===== config.mk =====
export PLATFORM = sky130hd
export DESIGN_NAME = otp_decifra_ctrl
export DESIGN_NICKNAME = d
export VERILOG_FILES = /design/src/rtl/otp_decifra_pkg.sv /design/src/rtl/otp_decifra_ctrl_xor_gate.sv /design/src/rtl/otp_decifra_ctrl.sv
export SDC_FILE = /design/constraint.sdc
export NUM_CORES = 1
export LEC_CHECK = 0
export ABC_AREA = 1
export BUFFER_PORTS_ARGS = -buffer_cell sky130_fd_sc_hd__buf_4
export CORE_ASPECT_RATIO = 1.75
export CORE_MARGIN = 3
export CORE_UTILIZATION = 45
export DETAILED_ROUTE_END_ITERATION = 8
export PLACE_DENSITY = 0.67
export SLEW_MARGIN = 5
export SYNTH_ARGS = -nofsm -noshare
export SYNTH_HDL_FRONTEND = slang
export SYNTH_SLANG_ARGS = --single-unit
export TNS_END_PERCENT = 50

===== constraint.sdc =====
create_clock -name clk_i -period 1.9 [get_ports clk_i]
set_input_delay 0.095 -clock clk_i [delete_from_list [all_inputs] [get_ports clk_i]]
set_output_delay 0.095 -clock clk_i [all_outputs]
set_load 0.05 [all_outputs]

===== src/rtl/otp_decifra_pkg.sv =====
// Shared types and default sizes for the one-time-pad decryption controller.
package otp_decifra_pkg;

    localparam int BITS_DEF     = 64;
    localparam int KEY_BITS_DEF = 32;
    localparam int GROUP_DEF    = 8;

    typedef enum logic [1:0] {
        IDLE  = 2'd0,
        SHIFT = 2'd1,
        EMIT  = 2'd2,
        DONE  = 2'd3
    } state_e;

endpackage


===== src/rtl/otp_decifra_ctrl_xor_gate.sv =====
// Single-bit combinational XOR used as the shared decryption datapath.
module xor_gate (
    input  logic a,
    input  logic b,
    output logic out
);

    assign out = a ^ b;

endmodule


===== src/rtl/otp_decifra_ctrl.sv =====
// Bit-serial one-time-pad decryption controller.
// Walks the captured ciphertext MSB-first through one shared xor_gate, applies
// the pad cyclically and streams plaintext bytes over a valid/ready handshake.
// Optional build macro DECIFRA_PLAIN_OUT_EN adds plain_out_o, the whole
// plaintext word assembled from the accepted bytes.
//
// state | meaning
// IDLE  | waiting for start_i, operands not yet captured
// SHIFT | one ciphertext bit decrypted per cycle into the byte shift register
// EMIT  | byte presented with byte_valid_o, waiting for byte_ready_i
// DONE  | one-cycle done pulse after the last accepted byte
module otp_decifra_ctrl
    import otp_decifra_pkg::*;
#(
    parameter int BITS     = BITS_DEF,
    parameter int KEY_BITS = KEY_BITS_DEF,
    parameter int GROUP    = GROUP_DEF
) (
    input  logic                clk_i,
    input  logic                rst_i,
    input  logic                start_i,
    input  logic [BITS-1:0]     cipher_in_i,
    input  logic [KEY_BITS-1:0] otp_in_i,
    output logic                busy_o,
    output logic [GROUP-1:0]    byte_out_o,
    output logic                byte_valid_o,
    input  logic                byte_ready_i,
`ifdef DECIFRA_PLAIN_OUT_EN
    output logic [BITS-1:0]     plain_out_o,
`endif
    output logic                done_o
);

    // idx_q carries one extra MSB: it becomes set once the index steps past 0,
    // which is how EMIT knows the final byte has just been produced.
    localparam int IW = $clog2(BITS);
    localparam int KW = (KEY_BITS > 1) ? $clog2(KEY_BITS) : 1;
    localparam int GW = (GROUP > 1) ? $clog2(GROUP) : 1;

    localparam logic [IW:0]   IDX_START = (IW+1)'(BITS - 1);
    localparam logic [IW:0]   IDX_ONE   = (IW+1)'(1);
    localparam logic [KW-1:0] KEY_LAST  = KW'(KEY_BITS - 1);
    localparam logic [KW-1:0] KEY_ONE   = KW'(1);
    localparam logic [GW-1:0] GRP_LAST  = GW'(GROUP - 1);
    localparam logic [GW-1:0] GRP_ONE   = GW'(1);

    state_e                state_q;
    logic [BITS-1:0]       cipher_q;
    logic [KEY_BITS-1:0]   otp_q;
    logic [IW:0]           idx_q;
    logic [KW-1:0]         kidx_q;
    logic [GW-1:0]         gcnt_q;
    logic [GROUP-1:0]      sreg_q;
    logic                  busy_q;
    logic                  valid_q;
    logic                  done_q;
    logic                  plain_bit;
`ifdef DECIFRA_PLAIN_OUT_EN
    logic [BITS-1:0]       plain_q;
`endif

    // The pad index runs alongside the cipher index; because BITS is a multiple
    // of KEY_BITS, starting it at KEY_BITS-1 and wrapping gives idx mod KEY_BITS.
    xor_gate u_xor (
        .a   (cipher_q[idx_q[IW-1:0]]),
        .b   (otp_q[kidx_q]),
        .out (plain_bit)
    );

    // Sequencing FSM with all outputs registered alongside the state.
    always_ff @(posedge clk_i) begin
        if (rst_i) begin
            state_q  <= IDLE;
            cipher_q <= '0;
            otp_q    <= '0;
            idx_q    <= '0;
            kidx_q   <= '0;
            gcnt_q   <= '0;
            sreg_q   <= '0;
            busy_q   <= 1'b0;
            valid_q  <= 1'b0;
            done_q   <= 1'b0;
`ifdef DECIFRA_PLAIN_OUT_EN
            plain_q  <= '0;
`endif
        end else begin
            case (state_q)
                IDLE: begin
                    done_q <= 1'b0;
                    if (start_i) begin
                        cipher_q <= cipher_in_i;
                        otp_q    <= otp_in_i;
                        idx_q    <= IDX_START;
                        kidx_q   <= KEY_LAST;
                        gcnt_q   <= '0;
                        busy_q   <= 1'b1;
                        state_q  <= SHIFT;
`ifdef DECIFRA_PLAIN_OUT_EN
                        plain_q  <= '0;
`endif
                    end
                end
                SHIFT: begin
                    sreg_q <= {sreg_q[GROUP-2:0], plain_bit};
                    idx_q  <= idx_q - IDX_ONE;
                    kidx_q <= (kidx_q == '0) ? KEY_LAST : (kidx_q - KEY_ONE);
                    gcnt_q <= gcnt_q + GRP_ONE;
                    if (gcnt_q == GRP_LAST) begin
                        valid_q <= 1'b1;
                        state_q <= EMIT;
                    end
                end
                EMIT: begin
                    if (byte_ready_i) begin
                        valid_q <= 1'b0;
`ifdef DECIFRA_PLAIN_OUT_EN
                        plain_q <= {plain_q[BITS-GROUP-1:0], sreg_q};
`endif
                        if (idx_q[IW]) begin
                            done_q  <= 1'b1;
                            state_q <= DONE;
                        end else begin
                            gcnt_q  <= '0;
                            state_q <= SHIFT;
                        end
                    end
                end
                DONE: begin
                    done_q  <= 1'b0;
                    busy_q  <= 1'b0;
                    state_q <= IDLE;
                end
                default: begin
                    state_q <= IDLE;
                    busy_q  <= 1'b0;
                    valid_q <= 1'b0;
                    done_q  <= 1'b0;
                end
            endcase
        end
    end

    assign busy_o       = busy_q;
    assign byte_out_o   = sreg_q;
    assign byte_valid_o = valid_q;
    assign done_o       = done_q;
`ifdef DECIFRA_PLAIN_OUT_EN
    assign plain_out_o  = plain_q;
`endif

endmodule


==> Word-level counts from Yosys, hierarchy flattened <==
Cells that the tools add are included.
{ "totals": {"register_bits": 124, "in_bits": 100, "out_inout_bits": 11} }
{ "classes": {"add_sub_neg": 3, "magnitude_cmp": 2, "eq_ne": 9, "muxes": 26, "bitwise_logic": 1, "n_reduce_logical": 15} }
{ "op_table": {"columns": ["cell", "count"], "rows": [
  ["case mux 7 bit (2 select lines)", 1],
  ["two-way mux 5 bit", 2],
  ["!= test 2 bit, second input constant", 5],
  ["case mux 5 bit (2 select lines)", 1],
  ["two-way mux 3 bit", 3],
  ["case mux 3 bit (3 select lines)", 1],
  ["AND reduction 3 bit", 3],
  ["two-way mux 2 bit", 4],
  ["case mux 2 bit (4 select lines)", 1],
  ["nonzero test 2 bit", 4],
  ["less-than comparator 6 x 7 -> 1 bit, second input constant", 1],
  ["two-way mux 1 bit", 7],
  ["two-way mux 7 bit", 1],
  ["subtractor 7 x 1 -> 7 bit, second input constant", 1],
  ["binary-select mux 1 bit (select 6 bit)", 1],
  ["less-than comparator 5 x 6 -> 1 bit, second input constant", 1],
  ["case mux 1 bit (2 select lines)", 3],
  ["AND reduction 2 bit", 3],
  ["binary-select mux 1 bit (select 5 bit)", 1],
  ["logical NOT 5 bit", 1],
  ["subtractor 5 x 1 -> 5 bit, second input constant", 1],
  ["equality test 2 bit, second input constant", 2],
  ["AND reduction 4 bit", 1],
  ["adder 3 x 1 -> 3 bit, second input constant", 1],
  ["6 further kinds", 6]
]} }

==> Depth between registers and ports, before layout <==
Gate-level depths: netlist of run 1.
{ "logic_depth": {"depth_word": 4, "mapped_depth": 15, "ltp_nobuf": 14} }

==> By module <==
From an unflattened synthesis of run 1, not the netlist that was laid out.
{ "unflattened": {"cells_unflattened": 802, "area_unflattened_um2": 5562.8} }
{ "modules_own_cells": {"columns": ["mod", "n_inst", "cells_each", "area_per_inst_um2"], "rows": [
  ["otp_decifra_ctrl", 1, 797, 5544.1],
  ["xor_gate", 1, 5, 18.8]
]} }

==> Least setup slack after synthesis of run 1 <==
No wires, ideal clock.
{ "synth_path": {"kind": "register -> register", "from": "register state_q[0]", "to": "register cipher_q[12]", "setup_time_ns": 0.128, "arrival_time_ns": 1.501, "required_time_ns": 1.772, "setup_slack_ns": 0.271, "stages_incl_launch_ff": 7, "n_path_buf": 2, "path_cell_list": "dfxtp_1 -> inv_1 -> ha_1 -> nand2_1 -> clkbuf_1 -> clkbuf_1 -> a21oi_1"} }
{ "synth_between": {"elab_chain_cells": 2} }
{ "synth_lines": {"columns": ["element", "line_no", "text"], "rows": [
  ["from (decl)", "otp_decifra_ctrl.sv:47", "state_e state_q;"],
  ["from (signal assigned)", "otp_decifra_ctrl.sv:73", "state_q <= IDLE;"],
  ["from (signal assigned)", "otp_decifra_ctrl.sv:97", "state_q <= SHIFT;"],
  ["from (signal assigned)", "otp_decifra_ctrl.sv:110", "state_q <= EMIT;"],
  ["logical NOT 2 bit", "otp_decifra_ctrl.sv:87", "case (state_q)"],
  ["AND reduction 2 bit (no line)", null, null],
  ["to (signal assigned)", "otp_decifra_ctrl.sv:91", "cipher_q <= cipher_in_i;"],
  ["to (decl)", "otp_decifra_ctrl.sv:48", "logic [BITS-1:0] cipher_q;"]
]} }
No other way between the ends.
A chain may end at the register's enable or synchronous reset.

==> Final worst setup path of run 1 <==
{ "layout_path": {"from": "register state_q[1]", "to": "register idx_q[6]"} }
{ "layout_between": {"elab_chain_cells": 3, "word_cells_on_any_way": 6, "classes_between": "eq/ne (2); mux (1); reduce/logical (3)"} }
{ "layout_lines": {"columns": ["element", "line_no", "text"], "rows": [
  ["equality test 2 x 1 -> 1 bit / logical NOT 2 bit (equally long branches)", "otp_decifra_ctrl.sv:87", null],
  ["nonzero test 2 bit (no line) / != test 2 bit (equally long branches)", null, null],
  ["AND reduction 2 bit (no line)", null, null],
  ["to (signal assigned)", "otp_decifra_ctrl.sv:105", "idx_q <= idx_q - IDX_ONE;"],
  ["to (decl)", "otp_decifra_ctrl.sv:50", "logic [IW:0] idx_q;"]
]} }
Several ways; a longest one is shown, not always the timed one.

==> summary.txt, run 1 <==
Setup path
  • Crit. End Element: flop
  • FF-to-FF End: idx_q[6]
  • Critical setup path kind: flop to flop
  • Reg2reg setup slack: approximately 0.17 ns
  • Max incr delay on CP: 0.35 ns
  • Critical Path Most Common Cell: inv_1
  • Worst EP arrival: roughly 2.1 ns
  • Worst path depth: 8
  • Crit-path leading delay family: compound AO/OA/AOI/OAI gates
  • CP startpoint: state_q[1]
  • Worst R2R Start: state_q[1]
  • Crit path launch type: flop
  • CP Cell Sequence: inv_1 -> ha_1 -> inv_1 -> o21ai_4 -> nand3_2 -> nor3_1 -> o211ai_1 -> a21oi_1
  • Worst path buffer plus inverter count: 2
  • CP endpoint: idx_q[6]
  • Worst R2R Path Depth: 8
  • Critical Path RT: roughly 2.2 ns
  • CP max stage cell: dfxtp_2
  • Max Fanout on Critical Path: 9

CTS
  • Clock-pin slew on the worst setup and hold paths: 0.05 ns
  • Worst skew pair latency: 0.41 ns
  • CTS sink count: 124
  • Root Buffer: clkbuf_16
  • CTS buffer count: 17
  • Bufs on Longest Clock Path: 2
  • Htree depth: 4
  • CTS tree: built

Power
  • P per Cell Area: 1450 nW/um2
  • Maximum vdd drop: 781 uV
  • Design Power: between 10 and 15 mW
  • LEAKAGE: 3.63 nW

Detailed routing
  • Routed len/inst: 13.4 um
  • Detailed Route Iter0 Violations: 230
  • Final wirelength: about 16000 um
  • Via count: about 5800
  • Final ANT Viol Nets: 0
  • Routed vias/inst: 4.99
  • Detailed Routing Iterations Pass 1: 4
  • Post-route DRC: 0

Run
  • Max-cap viol count: 0

Final layout
  • Total Nets Final: ~1100
  • Area grow syn2layout: 43.2%
  • FF/Latch Area: roughly 2500 um2
  • Final core utilization: 0.665
  • Final Cell Area: 8030 um2
  • Multi-input logic area: 2580 um2
  • Fillers: between 1000 and 1500
  • Share of layout cells above drive strength 1: 0.176
  • # diodes: 0

Placed design
  • Pre-CTS setup slack: 0.0818 ns
  • Placer Congestion: 0.897
  • HPWL after DPL: 10600 um
  • Port bufs: 110
  • DP Area: 6600 um2

GRT
  • Total track usage: 0.230
  • Largest net degree at the start of global routing: 96
  • First-pass GRT wire length: between 20000 and 30000 um
  • Grt total ovfl: 0
  • Initial antenna violation count: 0
  • Vias in the first global route: about 5700

STA
  • Clock skew: 0.00728 ns
  • Minimum clock period: 1.73 ns
  • Max Freq: approximately 0.58 GHz
  • Rel. slew slack: 0.737
  • Setup TNS: 0 ns
  • Setup violations, final: 0
  • Worst slew pin tran: 0.394 ns
  • Fin. Hold Viols: 0
  • RSZ-0062 raised after global routing: no
  • Slew Viols, Final: 0
  • Final period util: 0.911
  • Final WS setup: 0.169 ns

Synth
  • FF+latch count, synth: between 100 and 150
  • Post-synthesis sequential area ratio: 0.443
  • Cell variety after synth: 28
  • Post-synth net total: 920
  • Ys Warns: 0
  • Avg Cell Area, Syn: ~6.9 um2
  • Mapped cell area: 5610 um2
  • Cells after synthesis: 810

Status
  • Status: finished clean

Min path
  • Worst min path class: input port to flop
  • HP Start: cipher_in_i[18]

Floorplanning
  • Die Area: 13900 um2
  • CORE AREA: 12100 um2
  • Initial Util: 0.465
  • Die width: 90.4 um
  • IO Pins: 111
  • Die outline height: 154 um
  • Num rows: between 50 and 60
## worst min path at each step
stage          slack, ns  cells past startpoint            to
6_report            0.01                      3  cipher_q[18]
4_1_cts           0.0006                      3        done_o
3_3_place_gp        0.35                      3  cipher_q[36]
2_1_floorplan       0.17                      1    state_q[1]
5_1_grt             0.01                      3     otp_q[31]
3_5_place_dp        0.35                      3  cipher_q[44]
## per-stage QoR
stage / instances / hold WS, ns
final: 1173 / 0.0107
after global routing: 1173 / 0.0108
after CTS: 1169 / 0.000638
after detailed placement: 1052 / 0.353
after global placement: 1052 / 0.347
after floorplan: 810 / 0.173
## cells in the mapped netlist
| library cell | count | area (um2) |
|---|---|---|
| a211oi_1 | 2 | 15.0 |
| a21oi_1 | 66 | 330 |
| a221oi_1 | 2 | 17.5 |
| a311oi_1 | 1 | 8.76 |
| a31oi_1 | 3 | 18.8 |
| buf_2 | 14 | 70.1 |
| buf_4 | 2 | 15.0 |
| buf_6 | 3 | 33.8 |
| clkbuf_1 | 33 | 124 |
| clkinv_1 | 1 | 3.75 |
| dfxtp_1 | 124 | 2480 |
| ha_1 | 10 | 125 |
| inv_1 | 76 | 285 |
| inv_2 | 5 | 18.8 |
| nand2_1 | 134 | 503 |
| nand3_1 | 65 | 325 |
| nand3_2 | 1 | 10.0 |
| nand4_1 | 1 | 6.26 |
| nor2_1 | 134 | 503 |
| nor2_2 | 1 | 6.26 |
| nor3_1 | 4 | 20.0 |
| o211ai_1 | 7 | 52.6 |
| o21a_1 | 1 | 7.51 |
| o21ai_0 | 112 | 561 |
| o21ai_1 | 2 | 10.0 |
| o21ai_4 | 1 | 16.3 |
| or2_2 | 2 | 12.5 |
| xor2_1 | 3 | 26.3 |
## flip-flops by register name, indices dropped and copies added (netlist names)
register and count:
cipher_q 64, otp_q 32, byte_out_o 8, idx_q 7
kidx_q 5, gcnt_q 3, state_q 2, busy_o 1
byte_valid_o 1, done_o 1
## worst min-delay path: stages
cell and delay [ns]:
buf_4 0.07, o21ai_0 0.09, a21oi_1 0.11
## metal layers
metal | global-route usage | vias to the layer above | part of all wire
met5 | 0 | - | 0
met1 | 0.238 | 2685 | 0.39
li1 | - | 2992 | -
met3 | 0.0406 | 32 | 0.030
met2 | 0.442 | 140 | 0.55
met4 | 0.104 | 0 | 0.026
## cell usage in the layout, fill, tap and decap left out, types with 2 or more instances in the layout
cell,synthesis,final
o21ai_1,2,2
ha_1,10,10
clkinvlp_4,0,5
a221oi_1,2,2
a31oi_1,3,3
nor3_1,4,4
clkbuf_1,33,3
inv_1,76,75
buf_12,0,4
dlygate4sd3_1,0,85
nand3_1,65,65
nand2_1,134,133
buf_4,2,129
nor2_1,134,133
o21ai_0,112,112
clkinv_2,0,4
clkbuf_16,0,17
a211oi_1,2,2
nor2_2,1,2
inv_2,5,6
dfxtp_2,0,2
a21oi_1,66,66
xor2_1,3,3
o211ai_1,7,7
dfxtp_1,124,122
or2_2,2,2
## where the power goes
group	switching, mW	internal, mW
clock	1.14	1.82
combinational	3.01	1.80
sequential	0.468	3.37
## layout make-up
cell class	instances	share of cell area
Multi-Input combinational cell	552	0.322
Sequential cell	124	0.309
Timing Repair Buffer	218	0.237
Clock buffer	21	0.0561
Inverter	82	0.0383
Tap cell	165	0.0257
Clock inverter	11	0.0120
## cells by family (layout without fill, tap and decap cells)
group	count (synthesis)	count (layout)	synth area share
adder cells (fa/ha/maj)	10	10	0.0223
AO/OA/AOI/OAI	197	197	0.185
XOR/XNOR	3	3	0.00469
flip-flops	124	124	0.443
AND/OR/NAND/NOR	342	342	0.247
buffers and inverters	134	332	0.0982
## timing repair
item,4_1_cts,5_1_grt
endpoints found under the setup margin,0,16
hold buffers,85,0
buffers inserted,0,4
endpoints found under the hold margin,95,0
gates resized for setup,0,3
(Power assumes the default switching activity.)
==> inputs of run 2 (changes only) <==
PLACE_DENSITY = not set   (was 0.67)
PLACE_DENSITY_LB_ADDON = 0.2   (was not set)
==> summary.txt, run 2 (same netlist as run 1, synthesis figures left out) <==
Status
  • Status: finished clean

Final layout
  • Number of flip-flops under the largest register name: 64 (unchanged)
  • Non-filler instance count after layout: 1168 (-0.43%)
  • # diodes: 0 (unchanged)
  • Commonest non-fill, non-tap cells in the layout: nor2_1, nand2_1, dfxtp_1, buf_4, o21ai_0
  • Area grow syn2layout: 44.3%
  • Final core utilization: 0.671 (+0.00518)
  • Most flops, register: cipher_q
  • Share of layout cells above drive strength 1: 0.172 (-0.00311)
  • Final Cell Area: 8090 um2 (+0.78%)
  • Total Nets Final: 1100 (-0.45%)

GRT
  • Initial antenna violation count: 0 (unchanged)
  • Largest net degree at the start of global routing: 64 (-33%)
  • Vias in the first global route: 5890 (+3.1%)
  • Total track usage: 0.238 (+0.00805)
  • First-pass GRT wire length: 26900 um (+2.7%)
  • Grt total ovfl: 0 (unchanged)

Min path
  • Hold EP: cipher_q[19]
  • Worst min path class: input port to flop
  • HP Start: cipher_in_i[19]
  • Hold Path Stages: 3 (unchanged)

Floorplanning
  • Initial Util: 0.465 (unchanged)
  • CORE AREA: 12100 um2 (unchanged)
  • Die outline height: 154 um (unchanged)
  • Die Area: 13900 um2 (unchanged)
  • IO Pins: 111 (unchanged)
  • Die width: 90.4 um (unchanged)
  • Num rows: 53 (unchanged)

CTS
  • Setup Fix Bufs, Post-CTS: 0 (unchanged)
  • Htree depth: 4 (unchanged)
  • Clock-pin slew on the worst setup and hold paths: 0.06 ns (about the same)
  • CTS sink count: 124 (unchanged)
  • CTS buffer count: 17 (unchanged)
  • Root Buffer: clkbuf_16
  • CTS tree: built
  • Worst skew pair latency: 0.41 ns (about the same)
  • Bufs on Longest Clock Path: 2 (unchanged)

Detailed routing
  • Via count: 5850 (+0.017%)
  • Detailed Route Iter0 Violations: 332 (+44%)
  • Final wirelength: 16000 um (+2.0%)
  • Routed len/inst: 13.7 um (+2.4%)
  • Detailed Routing Iterations Pass 1: 5 (+1)
  • Routed vias/inst: 5.01 (+0.45%)
  • Post-route DRC: 0 (unchanged)
  • Final ANT Viol Nets: 0 (unchanged)

Placed design
  • Placer Congestion: 0.924 (+3.0%)
  • Port bufs: 110 (unchanged)
  • DP Cell Count: 1050 (-0.19%)
  • Pre-CTS setup slack: 0.0976 ns (+0.0158 ns)
  • HPWL after DPL: 11000 um (+3.4%)
  • DP Area: 6600 um2 (about the same)

Setup path
  • Worst R2R Start: state_q[0]
  • FF-to-FF End: gcnt_q[0]
  • Critical Path RT: 2.24 ns (about the same)
  • Max Fanout on Critical Path: 6 (-3)
  • CP max stage cell: dfxtp_2
  • Crit path launch type: flop
  • CP Cell Sequence: inv_1 -> ha_2 -> inv_1 -> nor2_2 -> inv_1 -> nand3_1 -> nor2_1 -> inv_1 -> nor3_1 -> a21oi_1 -> nor2_1
  • Reg2reg setup slack: 0.17 ns (about the same)
  • Critical setup path kind: flop to flop
  • Worst EP arrival: 2.07 ns (about the same)
  • Crit. End Element: flop
  • Max incr delay on CP: 0.38 ns (+0.03 ns)
  • Critical Path Most Common Cell: inv_1
  • Worst R2R Path Depth: 11 (+3)

Power
  • Maximum vdd drop: 783 uV (+0.21%)
  • Design Power: 12.0 mW (+3.2%)
  • P per Cell Area: 1480 nW/um2 (+2.4%)
  • LEAKAGE: 3.67 nW (+0.91%)

STA
  • Hold_ws: 0.0106 ns (-0.000112 ns)
  • Worst slew pin tran: 0.452 ns (+0.0579 ns)
  • Final period util: 0.911 (about the same)
  • RSZ-0062 raised after global routing: no
  • Max Freq: 0.578 GHz (about the same)
  • Minimum clock period: 1.73 ns (-0.000502 ns)
  • Setup TNS: 0 ns (unchanged)
  • Setup violations, final: 0 (unchanged)
  • Rel. slew slack: 0.698 (-0.0390)
  • Slew Viols, Final: 0 (unchanged)
  • Clock skew: 0.00671 ns (-0.000567 ns)
  • Final WS setup: 0.169 ns (+0.000502 ns)
  • Fin. Hold Viols: 0 (unchanged)

Run
  • Max-cap viol count: 0 (unchanged)
-- run 2: worst max-delay path, delay by kind of cell (launching register included) --
| kind | cells | cell delay [ns] |
|---|---|---|
| and+or+nand+nor | 5 | 0.60 |
| DFF | 1 | 0.38 |
| adders and majority gates | 1 | 0.23 |
| buffers and inverters | 4 | 0.39 |
| AOI/OAI and AO/OA | 1 | 0.08 |
-- run 2: area by class of cell --
cell class / instances / area (um2)
clock buffers: 26 / 519
clock inverters: 6 / 105
fillers: 1046 / 3980
inverters: 82 / 308
multi-input cells: 552 / 2590
flip-flops and latches: 124 / 2480
well taps: 165 / 206
repair buffers: 213 / 1880
-- run 2: worst max-delay path by stage --
stage,to,start,slack (ns),cells past startpoint
6_report,gcnt_q[0],state_q[0],0.17,11
5_1_grt,gcnt_q[0],state_q[0],0.008,11
3_3_place_gp,idx_q[6],state_q[0],0.22,8
4_1_cts,gcnt_q[0],state_q[0],0.02,11
2_1_floorplan,cipher_q[12],state_q[0],0.27,6
3_5_place_dp,gcnt_q[0],state_q[0],0.1,11
-- run 2: metal layers --
| layer | track usage | up-vias | routed length, um |
|---|---|---|---|
| met2 | 0.455 | 169 | 8810 |
| met3 | 0.0426 | 48 | 598 |
| li1 | - | 2982 | - |
| met1 | 0.239 | 2651 | 6040 |
| met4 | 0.129 | 0 | 597 |
| met5 | 0 | - | 0 |
-- run 2: timing repair --
item | 4_1_cts | 5_1_grt
setup endpoints to repair | 0 | 40
hold buffers | 86 | 0
resized for setup | 0 | 5
hold endpoints to repair | 95 | 0
-- run 2: power by group --
group	total, mW	internal, mW	switching (mW)
clock	3.38	2.27	1.11
combinational	4.74	1.74	3.00
sequential	3.86	3.37	0.486
